<file path="src/rtl/seg7_pkg.sv">
// seg7_pkg: shared seven-segment definitions for the ring scanner.
//   seg_t         - one digit's segment vector, bit7 = a ... bit1 = g, bit0 = h (dp)
//   SEG_A..SEG_H  - bit positions of each segment within seg_t
//   SEG_0/SEG_1   - glyphs for the binary display mode
//   SEG_BLANK     - all segments off
package seg7_pkg;

    typedef logic [7:0] seg_t;

    localparam int unsigned SEG_A = 7;
    localparam int unsigned SEG_B = 6;
    localparam int unsigned SEG_C = 5;
    localparam int unsigned SEG_D = 4;
    localparam int unsigned SEG_E = 3;
    localparam int unsigned SEG_F = 2;
    localparam int unsigned SEG_G = 1;
    localparam int unsigned SEG_H = 0;

    localparam seg_t SEG_0     = 8'b1111_1100;
    localparam seg_t SEG_1     = 8'b0110_0000;
    localparam seg_t SEG_BLANK = 8'b0000_0000;

endpackage

</file>
<file path="src/rtl/seg7_scan_timer.sv">
// seg7_scan_timer: digit scan timebase for the multiplexed display.
//   clk, rst     - system clock, asynchronous active-high reset
//   scan_idx     - digit currently being scanned, 0..w_digit-1
//   blank        - high during the anti-ghosting window at the start of each dwell
//   frame_start  - high in the first cycle of every frame (dwell 0 of digit 0),
//                  including the first cycle after reset
module seg7_scan_timer #(
    parameter int unsigned dwell        = 4,
    parameter int unsigned blank_cycles = 1,
    parameter int unsigned w_digit      = 8
) (
    input  logic                       clk,
    input  logic                       rst,
    output logic [$clog2(w_digit)-1:0] scan_idx,
    output logic                       blank,
    output logic                       frame_start
);

    localparam int unsigned CntW = $clog2(dwell);
    localparam int unsigned IdxW = $clog2(w_digit);
    localparam logic [CntW-1:0] CntLast = CntW'(dwell - 1);
    localparam logic [IdxW-1:0] IdxLast = IdxW'(w_digit - 1);

    logic [CntW-1:0] dwell_cnt_q, dwell_cnt_d;
    logic [IdxW-1:0] scan_idx_q, scan_idx_d;

    always_comb begin
        dwell_cnt_d = dwell_cnt_q + 1'b1;
        scan_idx_d  = scan_idx_q;
        if (dwell_cnt_q == CntLast) begin
            dwell_cnt_d = '0;
            scan_idx_d  = (scan_idx_q == IdxLast) ? '0 : scan_idx_q + 1'b1;
        end
    end

    always_ff @(posedge clk or posedge rst) begin
        if (rst) begin
            dwell_cnt_q <= '0;
            scan_idx_q  <= '0;
        end else begin
            dwell_cnt_q <= dwell_cnt_d;
            scan_idx_q  <= scan_idx_d;
        end
    end

    assign scan_idx    = scan_idx_q;
    assign blank       = (32'(dwell_cnt_q) < blank_cycles);
    assign frame_start = (dwell_cnt_q == '0) && (scan_idx_q == '0);

endmodule

</file>
<file path="src/rtl/seg7_ring_scanner.sv">
// seg7_ring_scanner: shows a shift-register value on a multiplexed 7-segment display.
//   clk, rst  - system clock, asynchronous active-high reset
//   en        - display enable; low blanks both outputs from the next edge
//   mode      - 0 = binary (one '0'/'1' glyph per bit), 1 = ring (one perimeter segment per bit)
//   value     - register state to display, captured once per frame
//   abcdefgh  - registered segment drive, active-high, bit7 = a ... bit0 = dp
//   digit     - registered one-hot digit select, active-high, digit[0] = rightmost
module seg7_ring_scanner
    import seg7_pkg::*;
#(
    parameter int unsigned clk_mhz      = 50,
    parameter int unsigned w_digit      = 8,
    parameter int unsigned w_value      = 8,
    parameter int unsigned scan_khz     = 1,
    parameter int unsigned blank_cycles = 16
) (
    input  logic               clk,
    input  logic               rst,
    input  logic               en,
    input  logic               mode,
    input  logic [w_value-1:0] value,
    output logic [7:0]         abcdefgh,
    output logic [w_digit-1:0] digit
);

    localparam int unsigned dwell    = clk_mhz * 1000 / scan_khz;
    localparam int unsigned ring_len = 2 * w_digit + 4;
    localparam int unsigned IdxW     = $clog2(w_digit);

    logic [IdxW-1:0]     scan_idx;
    logic                blank;
    logic                frame_start;

    logic [w_value-1:0]  frame_value_q, frame_value_d;
    logic                frame_mode_q, frame_mode_d;
    seg_t                abcdefgh_q, abcdefgh_d;
    logic [w_digit-1:0]  digit_q, digit_d;

    logic [w_digit-1:0]  bin_bits;
    logic [w_digit-1:0]  bin_present;
    logic [ring_len-1:0] ring_bits;
    seg_t                pattern;

    seg7_scan_timer #(
        .dwell       (dwell),
        .blank_cycles(blank_cycles),
        .w_digit     (w_digit)
    ) u_timer (
        .clk        (clk),
        .rst        (rst),
        .scan_idx   (scan_idx),
        .blank      (blank),
        .frame_start(frame_start)
    );

    // The snapshot is forwarded in its own cycle so the first dwell of a frame
    // already shows the new value even when blank_cycles is 0.
    always_comb begin
        frame_value_d = frame_value_q;
        frame_mode_d  = frame_mode_q;
        if (frame_start) begin
            frame_value_d = value;
            frame_mode_d  = mode;
        end
    end

    // Fit the frame value to the digit count and ring length; missing bits read 0.
    if (w_value >= w_digit) begin : g_bin_trunc
        assign bin_bits    = frame_value_d[w_digit-1:0];
        assign bin_present = '1;
    end else begin : g_bin_pad
        assign bin_bits    = {{(w_digit - w_value){1'b0}}, frame_value_d};
        assign bin_present = {{(w_digit - w_value){1'b0}}, {w_value{1'b1}}};
    end

    if (w_value >= ring_len) begin : g_ring_trunc
        assign ring_bits = frame_value_d[ring_len-1:0];
    end else begin : g_ring_pad
        assign ring_bits = {{(ring_len - w_value){1'b0}}, frame_value_d};
    end

    // Ring order: top edge left to right (a), down the right side (b, c of digit 0),
    // bottom edge right to left (d), up the left side (e, f of the leftmost digit).
    always_comb begin
        pattern = SEG_BLANK;
        for (int unsigned d = 0; d < w_digit; d++) begin
            if (scan_idx == IdxW'(d)) begin
                if (frame_mode_d) begin
                    pattern[SEG_A] = ring_bits[w_digit - 1 - d];
                    pattern[SEG_D] = ring_bits[w_digit + 2 + d];
                    if (d == 0) begin
                        pattern[SEG_B] = ring_bits[w_digit];
                        pattern[SEG_C] = ring_bits[w_digit + 1];
                    end
                    if (d == w_digit - 1) begin
                        pattern[SEG_E] = ring_bits[2 * w_digit + 2];
                        pattern[SEG_F] = ring_bits[2 * w_digit + 3];
                    end
                end else if (bin_present[d]) begin
                    pattern = bin_bits[d] ? SEG_1 : SEG_0;
                end
            end
        end
    end

    always_comb begin
        abcdefgh_d = SEG_BLANK;
        digit_d    = '0;
        if (en && !blank) begin
            abcdefgh_d = pattern;
            digit_d    = {{(w_digit - 1){1'b0}}, 1'b1} << scan_idx;
        end
    end

    always_ff @(posedge clk or posedge rst) begin
        if (rst) begin
            frame_value_q <= '0;
            frame_mode_q  <= 1'b0;
            abcdefgh_q    <= SEG_BLANK;
            digit_q       <= '0;
        end else begin
            frame_value_q <= frame_value_d;
            frame_mode_q  <= frame_mode_d;
            abcdefgh_q    <= abcdefgh_d;
            digit_q       <= digit_d;
        end
    end

    assign abcdefgh = abcdefgh_q;
    assign digit    = digit_q;

endmodule
</file>
<file path="config.mk">
export PLATFORM = sky130hd
export DESIGN_NAME = seg7_ring_scanner
export DESIGN_NICKNAME = d
export VERILOG_FILES = /design/src/rtl/seg7_pkg.sv /design/src/rtl/seg7_scan_timer.sv /design/src/rtl/seg7_ring_scanner.sv
export SDC_FILE = /design/constraint.sdc
export NUM_CORES = 1
export LEC_CHECK = 0
export BUFFER_PORTS_ARGS = -buffer_cell sky130_fd_sc_hd__buf_2
export CORE_MARGIN = 2
export CORE_UTILIZATION = 30
export CTS_CLUSTER_DIAMETER = 200
export CTS_CLUSTER_SIZE = 10
export DETAILED_ROUTE_END_ITERATION = 16
export SLEW_MARGIN = 20
export SYNTH_ARGS = -nofsm -noshare
export SYNTH_HDL_FRONTEND = slang
export SYNTH_SLANG_ARGS = --single-unit
</file>
<file path="constraint.sdc">
create_clock -name clk -period 3.5 [get_ports clk]
set_input_delay 0.7 -clock clk [delete_from_list [all_inputs] [get_ports clk]]
set_output_delay 0.7 -clock clk [all_outputs]
set_load 0.05 [all_outputs]
</file>
# [Word level (Yosys, flattened, before mapping)]
# Cells that the tools add are included.
[word_totals] out_inout_bits=16 reg_bits=44 input_bits=12 word_cells=83
[op_classes] shift=1 n_addsub=2 n_reduce_logical=5 n_eq_ne=8 mux=60 order_cmp=1
[op_table] cell="two-way mux 8 bit" count=27
[op_table] cell="two-way mux 4 bit" count=8
[op_table] cell="adder 16 x 1 -> 16 bit (second input constant)" count=1
[op_table] cell="equality test 16 bit (second input constant)" count=1
[op_table] cell="logical NOT 16 bit" count=1
[op_table] cell="less-than comparator 16 x 5 -> 1 bit (second input constant)" count=1
[op_table] cell="two-way mux 16 bit" count=1
[op_table] cell="two-way mux 2 bit" count=8
[op_table] cell="two-way mux 1 bit" count=14
[op_table] cell="equality test 3 bit (second input constant)" count=4
[op_table] cell="<< shifter 1 x 3 -> 8 bit (first input constant)" count=1
[op_table] cell="equality test 3 x 2 -> 1 bit (second input constant)" count=2
[op_table] cell="two-way mux 3 bit" count=2
[op_table] cell="adder 3 x 1 -> 3 bit (second input constant)" count=1
[op_table] cell="equality test 3 x 1 -> 1 bit (second input constant)" count=1
[op_table] cell="logical NOT 3 bit" count=1
[op_table] cell="logical AND 1 bit" count=2
[op_table] cell="logical NOT 1 bit" count=1

# [Depth between registers and ports, before layout]
# Gate-level depths: netlist of the first run.
[logic_depth] depth_word=21 ltp_mapped=8 ltp_nobuf=8

# [Hierarchy]
# A second synthesis of the first run with hierarchy kept.
[hier_totals] hier_cells=182 hier_area_um2=1984.4
[by_module_without_submodules] mod="seg7_ring_scanner" cells_each=91 area_per_inst_um2=1019.7 seq_area_each_um2=525.5 n_inst=1
[by_module_without_submodules] mod="seg7_scan_timer" cells_each=91 area_per_inst_um2=964.7 seq_area_each_um2=475.5 n_inst=1

# [Worst setup path after synthesis of the first run]
# Ideal clock, no wire load.
[synth_timing] path_type="reg2reg" start="reg u_timer.scan_idx_q[0], in the netlist u_timer.scan_idx[0]" end="reg abcdefgh_q[7], in the netlist abcdefgh[7]" path_stages_with_launch=9 arrival_ps=1942 n_path_buf=1 required_ps=3401 slack_ps=1459 period_less_slack_ps=2041 path_cell_list="dfrtp_1 -> inv_1 -> ha_1 -> nand3_2 -> dlymetal6s2s_1 -> or4_1 -> a41oi_1 -> nand3_1 -> a311oi_1"
[synth_between] elab_chain_len=15 word_cells_on_any_way=44 classes_between="7 x eq/ne; 35 x mux; 2 x reduce/logical"
[synth_rtl] element="from (decl)" line_no="seg7_scan_timer.sv:25" text="logic [IdxW-1:0] scan_idx_q, scan_idx_d;"
[synth_rtl] element="from (signal assigned)" line_no="seg7_scan_timer.sv:42" text="scan_idx_q <= scan_idx_d;"
[synth_rtl] element="logical NOT 3 bit" line_no="seg7_scan_timer.sv:48, seg7_ring_scanner.sv:87"
[synth_rtl] element="logical AND 1 bit" line_no="seg7_scan_timer.sv:48" text="assign frame_start = (dwell_cnt_q == '0) && (scan_idx_q == '0);"
[synth_rtl] element="two-way mux 8 bit" line_no="seg7_ring_scanner.sv:61" text="if (frame_start) begin"
[synth_rtl] element="two-way mux 8 bit" line_no="seg7_ring_scanner.sv:100" text="pattern = bin_bits[d] ? SEG_1 : SEG_0;"
[synth_rtl] element="two-way mux 8 bit" line_no="seg7_ring_scanner.sv:88" text="if (frame_mode_d) begin"
[synth_rtl] element="two-way mux 8 bit" line_no="seg7_ring_scanner.sv:87" text="if (scan_idx == IdxW'(d)) begin"
[synth_rtl] element="two-way mux 1 bit" line_no="seg7_ring_scanner.sv:88"
[synth_rtl] element="two-way mux 8 bit (6 in series)" line_no="seg7_ring_scanner.sv:87"
[synth_rtl] element="two-way mux 8 bit *" line_no="seg7_ring_scanner.sv:87"
[synth_rtl] element="two-way mux 8 bit *" line_no="seg7_ring_scanner.sv:109" text="if (en && !blank) begin"
[synth_rtl] element="via abcdefgh_d[7]" line_no="seg7_ring_scanner.sv:36" text="seg_t abcdefgh_q, abcdefgh_d;"
[synth_rtl] element="to (signal assigned)" line_no="seg7_ring_scanner.sv:124" text="abcdefgh_q <= abcdefgh_d;"
[synth_rtl] element="to (decl)" line_no="seg7_ring_scanner.sv:36"
# Mark *: on every way through the listed nets, which the timed path passes. The rest lies on a longest branch. The select of a mux whose other input is x is not followed.
# A chain may end at the register's enable or synchronous reset.

# [Worst setup path in the final report of the first run]
[layout_timing] start="reg u_timer.scan_idx_q[0], in the netlist u_timer.scan_idx[0]" end="reg abcdefgh_q[4], in the netlist abcdefgh[4]"
# Same word-level chain as after synthesis.

==> impl_metrics.py, run 1 <==
metrics = {
    "layout": {
        "n_antenna_cell": 0,
        "num-fill-cells": 809,
        "area_growth_pct": 9.82,
        "final_util_pct": 33.7,
        "drive_above_1_share_pct": 16.3,
        "finalNetCount": 277,
        "stdcell_area_sq_um": 2590,
    },
    "yosys": {
        "ys.flop_type": "dfrtp_1",
        "synthArstFlopShare_pct": 100,
        "ys_warn_count": 0,
        "ys_types": 53,
        "postSynthAreaPerCell_sq_um": 9.82,
        "syn-cell-area_sq_um": 2360,
        "synthCells": 240,
        "yosysSeqAreaShare_pct": 42.5,
        "ys_seq_elements": 40,
        "synth_edf_count": 0,
    },
    "cts": {
        "cts_hold_buf": 0,
        "insertion_delay_ps": 290,
        "clock_path_buffers": 2,
        "cts-resized-gates": 0,
        "h-tree-depth": 2,
        "cts_setup_buffers": 0,
        "cts_made_buffers": 5,
        "root_buffer": "clkbuf_8",
        "clock-sinks": 40,
        "cts_tree": "built",
        "path_clk_slew_ps": 80,
    },
    "setup_path": {
        "cp_max_fo": 17,
        "reg2reg_depth": 7,
        "reg2reg_from": "u_timer.scan_idx[0]",
        "worstPathArrival_ps": 2560,
        "reg2reg_to": "abcdefgh[4]",
        "crit_type": "reg -> reg",
        "required_ps": 3710,
        "crit_path_end_kind": "flip-flop",
        "startpoint_type": "flip-flop",
        "r2r_setup_slack_ps": 1150,
        "setup.worst_path.start": "u_timer.scan_idx[0]",
        "crit_end": "abcdefgh[4]",
    },
    "route": {
        "avgViaCountPerCell": 5.11,
        "wl_mm": 5.02,
        "firstDrtPassIters": 4,
        "top_layer_used": "met4",
        "met3_wirelength_um": 248,
        "wl_per_cell_um": 13.9,
        "drt_iter0_drc": 105,
        "ant_nets": 0,
        "wl_met2_mm": 2.36,
        "met1Wirelength_mm": 2.32,
        "drc": 0,
        "dr_total_vias": 1839,
    },
    "worst_hold_path": {
        "worst_hold_path_type": "in -> async",
    },
    "timing": {
        "fmax_ghz": 0.425,
        "maxSlewViolCount": 0,
        "hold_viol": 0,
        "worstMarginPinSlew_ps": 947,
        "min_period_over_period_pct": 67.2,
        "relSlewSlack_pct": 36.6,
        "hold_ws_ps": 496,
        "setup-violations-final": 0,
        "fin_worst_skew_ps": 10.6,
        "rsz0062_at_grt": "false",
        "fin_crit_ps": 2350,
        "tns_ps": 0,
    },
    "global_route": {
        "grt_pass1_wl_mm": 8.48,
        "grt-ovfl-total": 0,
        "grt_max_degree": 41,
        "track_usage_pct": 12.3,
        "grt_pass1_vias": 1756,
        "antenna_found_initial": 0,
    },
    "run": {
        "maxCapViolCount": 0,
    },
    "floorplan": {
        "rows": 32,
        "die_x_um": 92.6,
        "core_region_area_sq_um": 7690,
        "initial_core_util_pct": 30.7,
        "io_pins": 28,
        "die_h_um": 92.6,
        "dieArea_sq_um": 8580,
    },
    "place": {
        "io_buffers": 25,
        "dpl.hpwl_mm": 3.68,
        "place_area_sq_um": 2500,
        "gp_congestion": 0.877,
    },
    "pwr": {
        "power_density_nw_per_um2": 335,
        "ir_worst_vdd_mv": 0.129,
        "p_leak_nw": 1.13,
    },
    "outcome": {
        "status": "finished, final reports clean",
    },
}
==> layout by cell type (no fill, tap or decap), drive strengths merged, types with 2 or more instances in the layout <==
| cell type | synthesis | final |
|---|---|---|
| nor4 | 3 | 3 |
| mux2 | 7 | 7 |
| a21oi | 10 | 10 |
| o21ai | 11 | 11 |
| a21o | 2 | 2 |
| and3 | 6 | 6 |
| and4 | 3 | 3 |
| a221oi | 2 | 2 |
| a311oi | 2 | 2 |
| inv | 14 | 14 |
| xor2 | 4 | 4 |
| clkbuf | 8 | 8 |
| nand4 | 5 | 5 |
| xnor2 | 10 | 10 |
| and2 | 2 | 2 |
| nor3b | 3 | 3 |
| mux2i | 8 | 8 |
| or4 | 3 | 3 |
| ha | 8 | 8 |
| nor3 | 7 | 7 |
| nor2 | 28 | 28 |
| nand3 | 12 | 12 |
| nand2 | 12 | 12 |
| conb | 1 | 2 |
| a211oi | 6 | 6 |
| dfrtp | 40 | 40 |
| buf | 7 | 26 |
| nor2b | 3 | 3 |
==> critical path: stages (launching register included) <==
cell      delay, ps
dfrtp_1         400
inv_1           120
ha_1            330
nand3_2         280
nor2_4          440
mux2i_1         180
o2111a_1        290
a211oi_1        230
==> area by class of cell <==
class                   instances  area [sq um]  share of cell area, %
inverters                      14          52.6                   2.03
clock buffers                   8          90.1                   3.48
well taps                     102           128                   4.93
flip-flops and latches         40          1000                   38.7
multi-input cells             170          1180                   45.8
repair buffers                 26           133                   5.12
==> metrics by stage <==
step | power, mW | cells | setup slack (ps)
2_1_floorplan | 0.540 | 241 | 1460
3_3_place_gp | 0.563 | 352 | 1210
3_5_place_dp | 0.563 | 352 | 1160
4_1_cts | 0.879 | 360 | 1140
5_1_grt | 0.911 | 360 | 870
6_report | 0.867 | 360 | 1150
==> metal layers <==
layer / vias up / global-route usage (%)
met4: 0 / 3.92
met5: - / 0
li1: 880 / -
met1: 883 / 16.3
met3: 13 / 2.60
met2: 63 / 20.3
==> cell families after synthesis <==
family	after synthesis	synth area share (%)
DFF	40	42.5
buffers and inverters	31	7.43
AOI/OAI and AO/OA	42	11.8
adders and majority gates	8	4.25
other	1	0.159
xor gates and xnor gates	14	5.20
muxes	15	6.74
and+or+nand+nor	89	21.9
==> flip-flops by register name (all words and copies together), names as in the netlist <==
register,count
frame_value_q,8
digit,8
u_timer.scan_idx,3
abcdefgh,4
u_timer.dwell_cnt_q,16
frame_mode_q,1
==> where the power goes <==
part	total, mW	internal (mW)	switching (mW)
clock network	0.314	0.161	0.153
logic	0.0753	0.0227	0.0526
registers	0.478	0.470	0.00766
==> Yosys cell counts, types with 3 or more instances <==
library cell,count,area (sq um)
dfrtp_1,40,1000
nor2_1,27,101
inv_1,14,52.6
nand2_1,11,41.3
nand3_1,11,55.1
a21oi_1,10,50.1
xnor2_1,10,87.6
ha_1,8,100
mux2i_1,8,80.1
a211oi_1,6,45.0
and3_1,6,37.5
clkbuf_1,6,22.5
mux2_1,6,67.6
o21ai_1,6,30.0
o21ai_0,5,25.0
buf_4,4,30.0
nand4_1,4,25.0
nor3_1,4,20.0
xor2_1,4,35.0
and4_1,3,26.3
nor2b_1,3,18.8
nor3_2,3,30.0
nor3b_1,3,22.5
or4_1,3,22.5
==> how the worst min path moves through the flow <==
| stage | startpoint | endpoint | slack [ps] |
|---|---|---|---|
| 3_5_place_dp | u_timer.dwell_cnt_q[0] | u_timer.dwell_cnt_q[0] | 490 |
| 5_1_grt | u_timer.dwell_cnt_q[0] | u_timer.dwell_cnt_q[0] | 520 |
| 2_1_floorplan | u_timer.dwell_cnt_q[0] | u_timer.dwell_cnt_q[0] | 450 |
| 4_1_cts | u_timer.dwell_cnt_q[0] | u_timer.dwell_cnt_q[0] | 500 |
| 6_report | rst | u_timer.dwell_cnt_q[0] | 500 |
| 3_3_place_gp | u_timer.dwell_cnt_q[0] | u_timer.dwell_cnt_q[0] | 480 |
Power figures use the tool's default switching activity.
==> run 2: changes to the inputs <==
==> constraint.sdc (replaced) <==
create_clock -name clk -period 2 [get_ports clk]
set_input_delay 0.4 -clock clk [delete_from_list [all_inputs] [get_ports clk]]
set_output_delay 0.4 -clock clk [all_outputs]
set_load 0.05 [all_outputs]
==> impl_metrics.py, run 2 (synthesis gave the netlist of run 1 again) <==
metrics = {
    "outcome": {
        "status": "finished with violations",
        "failed_checks": "setup timing",
    },
    "place": {
        "dp_slack_ps": -121,
        "dpl.hpwl_mm": 3.87,
        "io_buffers": 25,
        "gp_congestion": 0.859,
        "place_area_sq_um": 2730,
    },
    "layout": {
        "drive_above_1_share_pct": 29.6,
        "stdcell_area_sq_um": 2940,
        "final_cell_mix": "dfrtp_1, buf_4, nor2_1, buf_2, inv_1",
        "multi_input_area_sq_um": 1240,
        "n_antenna_cell": 0,
        "max_flop_register": "u_timer.dwell_cnt_q",
        "largest_reg_flops": 16,
        "area_growth_pct": 24.5,
        "final_common_cell": "dfrtp_1",
        "finalNetCount": 310,
        "final-seq-area_sq_um": 1000,
        "num-fill-cells": 779,
    },
    "cts": {
        "cts_made_buffers": 5,
        "path_clk_slew_ps": 80,
        "insertion_delay_ps": 290,
        "cts_tree": "built",
        "root_buffer": "clkbuf_8",
        "clock-sinks": 40,
        "cts_hold_buf": 0,
        "clock_path_buffers": 2,
        "h-tree-depth": 2,
    },
    "route": {
        "wl_per_cell_um": 13.7,
        "wl_mm": 5.37,
        "avgViaCountPerCell": 4.80,
        "ant_nets": 0,
        "firstDrtPassIters": 4,
        "dr_total_vias": 1886,
        "drt_iter0_drc": 100,
        "drc": 0,
    },
    "timing": {
        "hold_viol": 0,
        "tns_ps": -896,
        "hold_ws_ps": 219,
        "min_period_over_period_pct": 108,
        "setup-violations-final": 9,
        "relSlewSlack_pct": 66.3,
        "worstMarginPinSlew_ps": 505,
        "fmax_ghz": 0.461,
        "fin_crit_ps": 2170,
        "rsz0062_at_grt": "true",
        "setup_ws_ps": -167,
        "fin_worst_skew_ps": 5.11,
        "maxSlewViolCount": 0,
    },
    "setup_path": {
        "reg2reg_from": "u_timer.dwell_cnt_q[13]",
        "r2r_setup_slack_ps": -170,
        "worstPathArrival_ps": 2360,
        "cp_max_fo": 7,
        "crit_type": "reg -> reg",
        "reg2reg_depth": 7,
        "required_ps": 2190,
        "reg2reg_to": "abcdefgh[7]",
        "startpoint_type": "flip-flop",
        "crit_path_end_kind": "flip-flop",
    },
    "floorplan": {
        "die_x_um": 92.6,
        "die_h_um": 92.6,
        "dieArea_sq_um": 8580,
        "core_region_area_sq_um": 7690,
        "rows": 32,
        "initial_core_util_pct": 30.7,
        "io_pins": 28,
    },
    "global_route": {
        "grt_max_degree": 41,
        "grt_pass1_wl_mm": 8.74,
        "grt-ovfl-total": 0,
        "track_usage_pct": 12.8,
        "grt_pass1_vias": 1799,
        "antenna_found_initial": 0,
    },
    "worst_hold_path": {
        "worst_hold_path_type": "in -> async",
    },
    "pwr": {
        "p_leak_nw": 1.33,
        "p_total_mw": 1.70,
        "ir_worst_vdd_mv": 0.284,
        "power_density_nw_per_um2": 578,
    },
    "run": {
        "maxCapViolCount": 0,
    },
}
## run 2: changes by cell type in the layout (fill, tap and decap cells not counted), sizes merged
cell	before	now
buf	26	59
clkbuf	8	7
bufinv	0	1
## run 2: final cells by class
type	instances	share of cell area, %
clock inverters	1	1.02
multi-input cells	170	42.2
inverters	14	1.79
repair buffers	59	13.2
clock buffers	7	3.28
well taps	102	4.35
flip-flops and latches	40	34.1
## run 2: how the worst max path moves through the flow
stage,from,end
after floorplan,u_timer.dwell_cnt_q[13],abcdefgh[3]
after global routing,u_timer.dwell_cnt_q[13],abcdefgh[4]
after global placement,u_timer.dwell_cnt_q[13],abcdefgh[7]
after CTS,u_timer.dwell_cnt_q[5],abcdefgh[7]
final,u_timer.dwell_cnt_q[13],abcdefgh[7]
after detailed placement,u_timer.dwell_cnt_q[13],abcdefgh[3]
## run 2: repair_timing
item,CTS,global route
pin swaps,6,1
resized for setup,9,4
setup buffers,1,3
cloned,0,0
endpoints found under the setup margin,3,10
## run 2: per-stage QoR
stage          std cells  util (%)
2_1_floorplan        241         -
3_3_place_gp         381      35.5
3_5_place_dp         381      35.5
4_1_cts              390      37.6
5_1_grt              393      38.2
6_report             393      38.2
## run 2: per-layer routing
metal | vias to the layer above | track usage [%] | share of wire (%)
met5 | - | 0 | 0
met4 | 0 | 3.43 | 1.3
met3 | 9 | 2.60 | 5.0
met2 | 54 | 21.5 | 48
met1 | 883 | 16.8 | 45
li1 | 940 | - | -
## run 2: critical path: stages, from the launching register on
cell and delay, ps:
dfrtp_1 420, nor4_4 370, nand4_4 180, buf_4 200
or3_1 370, o2111ai_1 150, nand3_1 110, a311oi_1 270
## run 2: where the power goes
group,switching [mW],internal (mW)
Clock,0.280,0.440
Sequential,0.0103,0.822
Combinational,0.0996,0.0439
==> run 3: changes to the inputs <==
--- a/config.mk
+++ b/config.mk
@@ -11,6 +11,8 @@
 export CTS_CLUSTER_DIAMETER = 200
 export CTS_CLUSTER_SIZE = 10
 export DETAILED_ROUTE_END_ITERATION = 16
+export MAX_ROUTING_LAYER = met4
+export REMOVE_ABC_BUFFERS = 1
 export SLEW_MARGIN = 20
 export SYNTH_ARGS = -nofsm -noshare
 export SYNTH_HDL_FRONTEND = slang
==> impl_metrics.py, run 3 (synthesis gave the netlist of run 1 again) <==
metrics = {
    "timing": {
        "maxSlewViolCount": 0,
        "worstMarginPinSlew_ps": 511,
        "rsz0062_at_grt": "true",
        "fmax_ghz": 0.473,
        "fin_worst_skew_ps": 5.56,
        "setup-violations-final": 3,
        "min_period_over_period_pct": 106,
        "hold_viol": 0,
        "relSlewSlack_pct": 65.9,
        "setup_ws_ps": -114,
        "fin_crit_ps": 2110,
    },
    "layout": {
        "final_common_cell": "buf_4",
        "largest_reg_flops": 16,
        "finalNetCount": 318,
        "n_antenna_cell": 0,
        "multi_input_area_sq_um": 1220,
        "final-seq-area_sq_um": 1000,
        "max_flop_register": "u_timer.dwell_cnt_q",
        "drive_above_1_share_pct": 30.8,
        "area_growth_pct": 24.6,
        "num-fill-cells": 790,
        "final_cell_mix": "buf_4, dfrtp_1, nor2_1, buf_2, inv_1",
    },
    "cts": {
        "cts_hold_buf": 0,
        "cts_tree": "built",
        "clock-sinks": 40,
        "cts_made_buffers": 5,
        "path_clk_slew_ps": 80,
        "h-tree-depth": 2,
        "clock_path_buffers": 2,
        "insertion_delay_ps": 300,
        "root_buffer": "clkbuf_8",
    },
    "outcome": {
        "failed_checks": "setup timing",
        "status": "finished with violations",
    },
    "pwr": {
        "p_leak_nw": 1.35,
        "p_int_mw": 1.14,
        "p_total_mw": 1.53,
        "ir_worst_vdd_mv": 0.290,
        "sw_frac_of_total_pct": 25.7,
        "pwr-share-comb_pct": 9.0,
        "power.switching_mw": 0.393,
        "pwr-share-clk_pct": 36.6,
        "power_frac_seq_pct": 54.4,
        "power_density_nw_per_um2": 522,
    },
    "route": {
        "drc": 0,
        "drt_iter0_drc": 93,
        "dr_total_vias": 1933,
        "ant_nets": 0,
        "firstDrtPassIters": 4,
        "wl_per_cell_um": 13.6,
        "wl_mm": 5.45,
        "avgViaCountPerCell": 4.82,
    },
    "floorplan": {
        "core_region_area_sq_um": 7690,
        "rows": 32,
        "io_pins": 28,
        "dieArea_sq_um": 8580,
        "die_x_um": 92.6,
        "initial_core_util_pct": 30.7,
        "die_h_um": 92.6,
    },
    "place": {
        "dpl.hpwl_mm": 4.03,
        "io_buffers": 25,
        "gp_congestion": 0.889,
        "dp_slack_ps": -145,
    },
    "setup_path": {
        "startpoint_type": "flip-flop",
        "crit_path_end_kind": "flip-flop",
        "required_ps": 2220,
        "cp_max_fo": 7,
        "worstPathArrival_ps": 2330,
        "crit_type": "reg -> reg",
    },
    "global_route": {
        "grt-ovfl-total": 0,
        "grt_pass1_wl_mm": 9.36,
        "grt_pass1_vias": 1941,
        "antenna_found_initial": 0,
        "track_usage_pct": 14.1,
        "grt_max_degree": 41,
    },
    "worst_hold_path": {
        "worst_hold_path_type": "in -> async",
    },
    "run": {
        "maxCapViolCount": 0,
    },
}
## run 3: critical path, cell delays in order (launching register included)
cell      delay (ps)
dfrtp_1          410
nor4_4           360
nand4_4          210
or4_4            530
a211oi_2         210
o21ai_2          110
a211oi_2         210
## run 3: power groups by stage
stage          sequential, mW  combinational (mW)  clock (mW)
2_1_floorplan           0.872              0.0636           0
3_3_place_gp            0.849               0.135           0
3_5_place_dp            0.850               0.135           0
4_1_cts                 0.834               0.139       0.583
5_1_grt                 0.836               0.152       0.627
6_report                0.834               0.138       0.561
## run 3: path summary, 6_finish.rpt
check	from	endpoint	slack, ps	depth (start not counted)
min in group clk	value[3]	frame_value_q[3]	350	2
setup / recovery	u_timer.dwell_cnt_q[13]	abcdefgh[4]	-110	6
hold reg to reg	u_timer.dwell_cnt_q[0]	u_timer.dwell_cnt_q[0]	490	1
hold / removal	rst	u_timer.dwell_cnt_q[3]	210	3
max in group asynchronous	rst	frame_value_q[2]	1430	3
setup reg to reg	u_timer.dwell_cnt_q[13]	abcdefgh[4]	-110	6
## run 3: cell type report
class | instances | share of cell area [%]
timing repair buffer | 67 | 15.1
clock buffer | 6 | 2.81
inverter | 14 | 1.79
multi-input combinational | 170 | 41.5
clock inverter | 2 | 0.341
tap | 102 | 4.34
sequential | 40 | 34.1
## run 3: timing repair
item / CTS / global route
endpoints found under the hold margin: 0 / 0
pin swaps: 8 / 3
gates resized for setup: 8 / 3
setup buffers: 7 / 1
setup endpoints to repair: 4 / 7
## run 3: stage by stage
step | util (%) | hold slack (ps) | TNS, ps | cell area, sq um | instances
6_report | 38.2 | 210 | -335 | 2940 | 401
5_1_grt | 38.2 | 266 | -943 | 2940 | 401
4_1_cts | 38.1 | 229 | -350 | 2930 | 400
3_5_place_dp | 35.7 | 478 | -482 | 2750 | 385
3_3_place_gp | 35.7 | 478 | -272 | 2750 | 385
2_1_floorplan | - | 455 | -274 | 2240 | 224
## run 3: routing by layer
layer | vias to the layer above | global-route usage (%) | wire length (um)
met4 | 0 | 5.64 | 132
met3 | 13 | 3.09 | 262
met5 | - | - | 0
met2 | 52 | 22.3 | 2600
met1 | 907 | 17.8 | 2460
li1 | 961 | - | -
